File: src/rtl/mm_port_arbiter.sv
// Round-robin arbiter giving NUM_REQ requesters access to one memory port,
// with lock-based grant holding and a fixed two-edge pipelined read path.
module mm_port_arbiter #(
    parameter int NUM_REQ  = 4,
    parameter int MM_DEPTH = 17,
    parameter int MM_SIZE  = 16
) (
    input  logic                        clk,
    input  logic                        reset,
    input  logic [NUM_REQ-1:0]          req_valid,
    input  logic [NUM_REQ-1:0]          req_write,
    input  logic [NUM_REQ-1:0]          req_lock,
    input  logic [NUM_REQ*MM_DEPTH-1:0] req_addr,
    input  logic [NUM_REQ*MM_SIZE-1:0]  req_wdata,
    output logic [NUM_REQ-1:0]          req_ready,
    output logic [NUM_REQ-1:0]          rsp_valid,
    output logic [MM_SIZE-1:0]          rsp_data,
    output logic                        write_enable,
    output logic [MM_DEPTH-1:0]         write_addr,
    output logic [MM_SIZE-1:0]          write_data,
    output logic [MM_DEPTH-1:0]         read_addr,
    input  logic [MM_SIZE-1:0]          read_data,
    input  logic                        busy
);
    localparam int IW = (NUM_REQ > 1) ? $clog2(NUM_REQ) : 1;

    typedef enum logic {ARB, LOCKED} state_t;

    state_t              state_q;
    logic [IW-1:0]       owner_q, rr_ptr_q;
    logic                hs;
    logic [IW-1:0]       gidx, cand;
    logic                g_wr, g_lk;
    logic [MM_DEPTH-1:0] g_addr;
    logic [MM_SIZE-1:0]  g_wdata;

    logic                we_q, we_d;
    logic [MM_DEPTH-1:0] waddr_q, waddr_d, raddr_q, raddr_d;
    logic [MM_SIZE-1:0]  wdata_q, wdata_d, rdata_q;
    logic                p0_vld_q, p1_vld_q;
    logic [IW-1:0]       p0_id_q, p1_id_q;
    logic [NUM_REQ-1:0]  rsp_vld_q;

    // Grant selection is purely combinational so req_ready reacts to reset/busy at once.
    always_comb begin
        hs   = 1'b0;
        gidx = '0;
        cand = '0;
        if (reset && !busy) begin
            if (state_q == LOCKED) begin
                if (req_valid[owner_q]) begin
                    hs   = 1'b1;
                    gidx = owner_q;
                end
            end else begin
                for (int k = 0; k < NUM_REQ; k++) begin
                    cand = IW'((int'(rr_ptr_q) + k) % NUM_REQ);
                    if (!hs && req_valid[cand]) begin
                        hs   = 1'b1;
                        gidx = cand;
                    end
                end
            end
        end
        req_ready = hs ? (NUM_REQ'(1) << gidx) : '0;
    end

    always_comb begin
        g_wr    = req_write[gidx];
        g_lk    = req_lock[gidx];
        g_addr  = req_addr[gidx*MM_DEPTH +: MM_DEPTH];
        g_wdata = req_wdata[gidx*MM_SIZE +: MM_SIZE];
        we_d    = hs && g_wr;
        waddr_d = we_d ? g_addr : '0;
        wdata_d = we_d ? g_wdata : '0;
        raddr_d = (hs && !g_wr) ? g_addr : '0;
    end

    always_ff @(posedge clk or negedge reset) begin
        if (!reset) begin
            state_q  <= ARB;
            owner_q  <= '0;
            rr_ptr_q <= '0;
        end else if (hs) begin
            if (state_q == ARB) begin
                rr_ptr_q <= IW'((int'(gidx) + 1) % NUM_REQ);
                if (g_lk) begin
                    state_q <= LOCKED;
                    owner_q <= gidx;
                end
            end else if (!g_lk) begin
                state_q  <= ARB;
                rr_ptr_q <= IW'((int'(owner_q) + 1) % NUM_REQ);
            end
        end
    end

    // p0/p1 carry the requester id alongside read_data's one-cycle memory latency.
    always_ff @(posedge clk or negedge reset) begin
        if (!reset) begin
            we_q      <= 1'b0;
            waddr_q   <= '0;
            wdata_q   <= '0;
            raddr_q   <= '0;
            p0_vld_q  <= 1'b0;
            p0_id_q   <= '0;
            p1_vld_q  <= 1'b0;
            p1_id_q   <= '0;
            rsp_vld_q <= '0;
            rdata_q   <= '0;
        end else begin
            we_q      <= we_d;
            waddr_q   <= waddr_d;
            wdata_q   <= wdata_d;
            raddr_q   <= raddr_d;
            p0_vld_q  <= hs && !g_wr;
            p0_id_q   <= (hs && !g_wr) ? gidx : '0;
            p1_vld_q  <= p0_vld_q;
            p1_id_q   <= p0_id_q;
            rsp_vld_q <= p1_vld_q ? (NUM_REQ'(1) << p1_id_q) : '0;
            if (p1_vld_q) rdata_q <= read_data;
        end
    end

    assign write_enable = we_q;
    assign write_addr   = waddr_q;
    assign write_data   = wdata_q;
    assign read_addr    = raddr_q;
    assign rsp_valid    = rsp_vld_q;
    assign rsp_data     = rdata_q;
endmodule

File: config.mk
export PLATFORM = sky130hd
export DESIGN_NAME = mm_port_arbiter
export DESIGN_NICKNAME = d
export VERILOG_FILES = /design/src/rtl/mm_port_arbiter.sv
export SDC_FILE = /design/constraint.sdc
export NUM_CORES = 1
export LEC_CHECK = 0
export ABC_AREA = 1
export CAP_MARGIN = 20
export CORE_MARGIN = 3
export CORE_UTILIZATION = 30
export CTS_BUF_LIST = sky130_fd_sc_hd__clkbuf_8
export DETAILED_ROUTE_END_ITERATION = 8
export GPL_ROUTABILITY_DRIVEN = 0
export HOLD_SLACK_MARGIN = 0.15
export PLACE_DENSITY = 0.71
export SLEW_MARGIN = 20
export SYNTH_ARGS = -nofsm -noshare
export SYNTH_HDL_FRONTEND = slang
export SYNTH_SLANG_ARGS = --single-unit
File: constraint.sdc
create_clock -name clk -period 3.55 [get_ports clk]
set_input_delay 1.065 -clock clk [delete_from_list [all_inputs] [get_ports clk]]
set_output_delay 1.065 -clock clk [all_outputs]
set_load 0.1 [all_outputs]
After elaboration in Yosys (flattened, before gate mapping):

Cells that the tools add are included.

* bits in registers: 82
* bits of input ports: 163
* output and inout bits: 75
* word-level logic and storage cells: 87

* add/sub/neg operators: 5
* $mul: 1
* $lt $le $gt $ge: 6
* eq/ne operators: 1
* shift operators: 4
* muxes and demuxes: 43
* bitwise gates (word level): 1
* reduce and logical (&&, ||, !) cells: 13

Operator list (number)
* indexed part select 68 x 8 -> 17 bit: 1
* indexed part select 64 x 7 -> 16 bit: 1
* 2-to-1 mux 17 bit: 2
* 2-to-1 mux 1 bit: 21
* 2-to-1 mux 2 bit: 10
* less-than comparator 2 x 3 -> 1 bit, second input constant: 6
* 2-to-1 mux 16 bit: 1
* binary-select mux 1 bit (select 2 bit): 7
* 2-to-1 mux 4 bit: 2
* left shift 1 x 2 -> 4 bit, first input constant: 2
* multiplier 2 x 5 -> 7 bit, second input constant: 1
* adder 2 x 1 -> 2 bit, second input constant: 3
* logical AND 1 bit: 6
* zero test 1 bit: 5
* adder 2 bit, second input constant: 2
* AND reduction 3 bit: 1
* != test 2 bit, second input constant: 1
* AND reduction 2 bit: 1
* NOT 1 bit: 1

Depth between registers and ports, before layout:

Gate-level depths: netlist (run 1).

* depth in word-level cells: 25
* depth in mapped cells: 20
* mapped depth without buffers: 19

Worst setup path after synthesis (run 1):

No wires, ideal clock.

* path type: input port to output port
* from: input req_valid[1]
* to: output req_ready[0]
* arrival time: 2.976 ns
* required time: 2.485 ns
* setup slack: -0.491 ns
* stages on the path: 12
* path buffers: 2
* path through: inv_1 -> nand2_1 -> nand3_1 -> nand2_2 -> nor2_2 -> nand3_2 -> nand2_2 -> o21ai_4 -> nand2_8 -> buf_6 -> buf_4 -> and3_1

* cells in the longest elaborated chain, start to end: 22
* elaborated cells on any way between the ends: 38
* those cells by class: 1 x shift; 31 x mux; 6 x reduce/logical

Ends and longest elaborated chain
* from (decl): line 10 `input logic [NUM_REQ-1:0] req_valid,`
* binary-select mux 1 bit (select 2 bit): line 58 `if (!hs && req_valid[cand]) begin`
* 2-to-1 mux 1 bit (not written as such): line 58
* 2-to-1 mux 1 bit: line 58
* 2-to-1 mux 1 bit: line 50 `if (state_q == LOCKED) begin`
* 2-to-1 mux 1 bit: line 49 `if (reset && !busy) begin`
* zero test 1 bit: line 58
* logical AND 1 bit: line 58
* 2-to-1 mux 1 bit: line 58
* [6 not listed]
* 2-to-1 mux 1 bit: line 49
* zero test 1 bit: line 58
* logical AND 1 bit: line 58
* 2-to-1 mux 2 bit: line 58
* 2-to-1 mux 2 bit: line 50
* 2-to-1 mux 2 bit: line 49
* left shift 1 x 2 -> 4 bit: line 65 `req_ready = hs ? (NUM_REQ'(1) << gidx) : '0;`
* 2-to-1 mux 4 bit (*): line 65
* to (decl): line 15 `output logic [NUM_REQ-1:0] req_ready,`

Every way passes the cells marked *; elsewhere a longest branch is shown, timed or not. The select of a mux whose other input is x is not followed.

Worst setup path in the final report (run 1):

Ends and elaborated chain as after synthesis.

==> results.toml, run 1 <==
[logic_synthesis]
synthTopCellsByArea = "dfrtp_1, nand2_1, nand3_1"
avgSynthCellArea_sq_um = 7.80
synth_top_area_cell = "dfrtp_1"
synth-seq-cells = 82
synth_top_cell_area_share = 0.486
synth.yosys.seq_area_share = 0.486
synth_warnings = 0
syn-cell-area_sq_um = 4220
syn_nets = 704
synthCells = 541
yosys.area_share.simple = 0.385
synth_adder_area_share = 0
synth_top_family_by_area = "simple AND/OR/NAND/NOR gates"
synth_cell_type_count = 29
synth_compound_area_frac = 0.0590
synthXorXnorAreaFrac = 0
yosys-mux-area-fraction = 0

[clocking]
cts_max_path_buffers = 2
cts_max_level = 3
numCtsBuffers = 9
cts.sinks = 82
root_buffer = "clkbuf_8"
path_clk_slew_ns = 0.09
cts_tree = "yes"
clock_latency_ns = 0.36

[die]
die_h_microns = 125
rows = 42
fp.dieW_microns = 125
start_util = 0.313
ios = 238
core_area_sq_um = 13500
dieArea_sq_um = 15500

[finish]
diodes = 0
final_cell_mix = "nand2_1, clkdlybuf4s50_1, buf_4"
nFillCells = 1294
drive_gt1_frac = 0.257
final_common_cell = "nand2_1"
nets = 955
area_delta_synth_final_pct = 69.4

[timing]
hold_violations = 0
setup-violations-final = 0
worst_pin_slew_ns = 0.912
slew_headroom = 0.392
grt_setup_unrepaired = "yes"
setup_ws_ns = 0.0524
hold_slack_ns = 0.348
fin_crit_sh = 0.985
drv_slew = 0
fmax_ghz = 0.286
fin_skew_ns = 0.0123
min_period_ns = 3.50
fin_setup_tns_ns = 0

[drt]
route.met3.wl_microns = 1180
top_layer_used = "met4"
drc = 0
avgRoutedWirePerCell_microns = 15.0
wl_microns = 14600
vias = 4439
firstDrtPassIters = 4
ant_nets = 0
vias_per_cell = 4.56
wl_met1_microns = 5750
drt_iter0_markers = 205
wl_met2_microns = 7310

[critical_path]
path_max_fanout = 5
crit_start = "req_valid[1]"
critPathRequiredTime_ns = 2.48
rr_startpoint = "rr_ptr_q[0]$_DFFE_PN0P_"
worstSetupPathType = "in2out"
crit_path_start_kind = "primary input"
worstPathArrival_ns = 2.43
end_kind = "output port"

[placed_design]
preCtsSetupSlack_ns = -0.438
hpwl_microns = 10700
port_buffers = 237

[pwr]
static-leakage-power_uw = 0.00351
p_per_area_nw_per_um2 = 776
vdd_drop_max_mv = 0.321

[global_route]
track_usage = 0.185
grt_pass1_wl_microns = 22800
grt_pass1_vias = 4369
grt_max_degree = 72
antenna_found_initial = 0
grt_overflow = 0

[job]
drv_cap = 0

[worst_hold_path]
min_from = "p0_id_q[1]$_DFF_PN0_"
hold_path.class = "reg2reg"

[outcome]
outcome = "complete, no violations"
==> worst max-delay path: stages <==
cell	delay [ns]
buf_6	0.10
nand2_1	0.09
nand2_2	0.07
nand2_1	0.08
inv_2	0.05
nor2_2	0.13
nand3b_1	0.12
nand3_1	0.08
nand2_2	0.09
nand2_4	0.09
nand2_8	0.10
and3_4	0.20
buf_12	0.17
==> cells in the mapped netlist (all sizes together) <==
cell type,number
nand2,227
dfrtp,82
nor2,71
nand3,61
a21oi,33
inv,23
buf,22
o21ai,7
clkbuf,4
nor3,4
nand4,3
and3,1
clkinv,1
nand3b,1
or2,1
==> stage by stage <==
stage	util	power [uW]	instances	cell area [sq um]
3_3_place_gp	0.495	4500	948	6690
6_report	0.529	5550	973	7150
4_1_cts	0.520	5480	971	7030
2_1_floorplan	-	3660	541	4240
3_5_place_dp	0.495	4520	948	6690
5_1_grt	0.529	5880	973	7150
==> repair_timing <==
item | in CTS | in global routing
resized for setup | 37 | 26
setup endpoints to repair | 4 | 4
buffers inserted | 7 | 2
pin swaps | 11 | 12
hold endpoints to repair | 0 | 0
hold buffers | 0 | 0
==> state kept, by name, indices dropped and copies added, names as in the netlist <==
name,count
read_addr,17
write_addr,17
rsp_data,16
write_data,16
rsp_valid,4
owner_q,2
p0_id_q,2
p1_id_q,2
rr_ptr_q,2
p0_vld_q,1
p1_vld_q,1
state_q,1
write_enable,1
==> cells by family after synthesis <==
family	after synthesis
compound gates	40
simple gates	369
flops	82
buf+inv	50
==> cell type report <==
cell class	instances	area [sq um]	area share
Sequential cell	82	2050	0.287
Tap cell	176	220	0.0308
Clock inverter	6	113	0.0158
Timing Repair Buffer	266	2510	0.351
Inverter	24	110	0.0154
Multi-Input combinational cell	409	2000	0.280
Clock buffer	10	138	0.0193
==> power breakdown <==
group | internal, uW | switching, uW
clock | 489 | 351
sequential | 1120 | 121
combinational | 1010 | 2450
total | 2620 | 2930
==> routing by layer <==
metal  up-vias  track usage
met1      2016        0.219
met4         0       0.0600
met3        27       0.0562
met5         -            0
li1       2210            -
met2       186        0.321
==> worst paths after layout <==
| check | to | slack (ns) | cells past startpoint |
|---|---|---|---|
| worst max-delay path | req_ready[0] | 0.05 | 13 |
| worst min-delay path | p1_id_q[1]$_DFF_PN0_ | 0.35 | 0 |
| worst max register to register | write_addr[3]$_DFF_PN0_ | 0.71 | 21 |
| worst min register to register | p1_id_q[1]$_DFF_PN0_ | 0.35 | 0 |
| max in group asynchronous | write_data[6]$_DFF_PN0_ | 1.74 | 3 |
| min in group asynchronous | rsp_data[5]$_DFFE_PN0P_ | 0.66 | 2 |
No activity file was read; power rests on OpenSTA's default activity.
==> run 2: changes to the inputs <==
- REMOVE_ABC_BUFFERS: not set -> 1
==> run 2 against run 1 <==
Effect of this change: power shrank 2.2%; critical endpoint is now req_ready[1]; cell count grew 0.31%; sequential power is essentially flat; largest power group unchanged; worst hold slack gained 0.0019 ns; highest routed layer unchanged; via count grew 0.20%.
==> results.toml, run 2 (same netlist as run 1, synthesis figures left out) <==
[timing]
grt_setup_unrepaired = "yes"
setup-violations-final = 0
fmax_ghz = 0.285
hold_violations = 0
slew_headroom = 0.524
fin_skew_ns = 0.0100
fin_setup_tns_ns = 0
setup_ws_ns = 0.0381
min_period_ns = 3.51
worst_pin_slew_ns = 0.715
drv_slew = 0
fin_crit_sh = 0.989

[pwr]
static-leakage-power_uw = 0.00350
p_per_area_nw_per_um2 = 763
pwr-share-comb = 0.644
p_sw_uw = 2910
p_sw_frac = 0.537
vdd_drop_max_mv = 0.289
power.share.sequential = 0.231
p_int_uw = 2520
clkPwrFrac = 0.125

[finish]
final_cells = 976
drive_gt1_frac = 0.259
diodes = 0
final_core_util = 0.527
final_area_sq_um = 7120
final_cell_mix = "nand2_1, clkdlybuf4s50_1, buf_4"
nets = 958
area_delta_synth_final_pct = 68.6
final_common_cell = "nand2_1"

[global_route]
track_usage = 0.187
grt_pass1_wl_microns = 22900
grt_overflow = 0
grt_max_degree = 58
antenna_found_initial = 0
grt_pass1_vias = 4359

[job]
drv_cap = 0

[drt]
drc = 0
firstDrtPassIters = 5
drt_iter0_markers = 274
vias_per_cell = 4.56
ant_nets = 0
avgRoutedWirePerCell_microns = 15.2
vias = 4448
wl_microns = 14800

[critical_path]
rr_startpoint = "rr_ptr_q[0]$_DFFE_PN0P_"
crit_start = "req_valid[2]"
worstPathArrival_ns = 2.45
rrSetupSlack_ns = 0.67
critPathRequiredTime_ns = 2.48
endpoint = "req_ready[1]"
worstRegToRegCells = 21
end_kind = "output port"
path_max_fanout = 4
worstSetupPathType = "in2out"
crit_path_start_kind = "primary input"
r2r_end = "write_data[11]$_DFF_PN0_"

[placed_design]
dp.cells = 949
hpwl_microns = 11000
placed_area_sq_um = 6690
port_buffers = 237
preCtsSetupSlack_ns = -0.475

[die]
rows = 42
ios = 238
start_util = 0.313
dieArea_sq_um = 15500
fp.dieW_microns = 125
die_h_microns = 125
core_area_sq_um = 13500

[clocking]
cts.sinks = 82
cts_tree = "yes"
cts_max_level = 3
numCtsBuffers = 9
root_buffer = "clkbuf_8"
cts_max_path_buffers = 2
hold_buffers = 0
clock_latency_ns = 0.36
path_clk_slew_ns = 0.08

[outcome]
outcome = "complete, no violations"

[worst_hold_path]
hold_path.class = "reg2reg"
==> run 2: cell types whose count changed in the layout (fill, tap and decap cells not counted), sizes merged <==
cell	before	now
buf	109	112
bufinv	3	1
clkinv	3	5
==> run 2: layout make-up <==
type | count | area, sq um
Clock buffer | 10 | 138
Clock inverter | 6 | 57.6
Fill cell | 1309 | 6390
Inverter | 24 | 113
Multi-Input combinational cell | 409 | 2000
Sequential cell | 82 | 2050
Tap cell | 176 | 220
Timing Repair Buffer | 269 | 2530
==> run 2: metrics by stage <==
step | total power, uW | hold WS (ns)
2_1_floorplan | 3540 | 0.331
3_3_place_gp | 4520 | 0.332
3_5_place_dp | 4540 | 0.340
4_1_cts | 5350 | 0.354
5_1_grt | 5750 | 0.368
6_report | 5430 | 0.350
==> run 2: how the worst min path moves through the flow <==
| stage | startpoint | end | slack (ns) | cells after the start |
|---|---|---|---|---|
| final | p0_id_q[0]$_DFF_PN0_ | p1_id_q[0]$_DFF_PN0_ | 0.35 | 0 |
| after global routing | p0_id_q[0]$_DFF_PN0_ | p1_id_q[0]$_DFF_PN0_ | 0.37 | 0 |
| after CTS | p0_id_q[0]$_DFF_PN0_ | p1_id_q[0]$_DFF_PN0_ | 0.35 | 0 |
| after detailed placement | p0_id_q[0]$_DFF_PN0_ | p1_id_q[0]$_DFF_PN0_ | 0.34 | 0 |
| after global placement | p0_id_q[1]$_DFF_PN0_ | p1_id_q[1]$_DFF_PN0_ | 0.33 | 0 |
| after floorplan | p0_id_q[0]$_DFF_PN0_ | p1_id_q[0]$_DFF_PN0_ | 0.33 | 0 |
==> run 2: power by group through the flow <==
stage,Clock (uW),Combinational [uW],Sequential (uW)
floorplan,0,1110,2430
global placement,0,3250,1260
detailed placement,0,3270,1270
CTS,708,3380,1260
global route,750,3720,1280
finish,680,3500,1250
==> run 2: worst max-delay path, cell delays in order <==
cell,delay [ns]
buf_8,0.11
inv_6,0.05
nand2_4,0.06
nand3_4,0.09
nand2_4,0.07
nor2_4,0.16
nand3_2,0.09
nand2_2,0.06
inv_2,0.04
nand2_2,0.07
nand2_4,0.08
buf_12,0.13
nor2_4,0.16
buf_12,0.20
==> run 2: repair_timing <==
item | 4_1_cts | 5_1_grt
hold endpoints to repair | 0 | 0
buffers inserted | 4 | 7
pin swaps | 15 | 12
setup endpoints to repair | 4 | 4
resized for setup | 39 | 26
==> run 2: layer usage <==
layer | GRT usage | vias to the layer above | wire [microns]
li1 | - | 2209 | -
met1 | 0.238 | 2004 | 6260
met2 | 0.305 | 201 | 6950
met3 | 0.0502 | 34 | 1160
met4 | 0.0658 | 0 | 427
met5 | 0 | - | 0
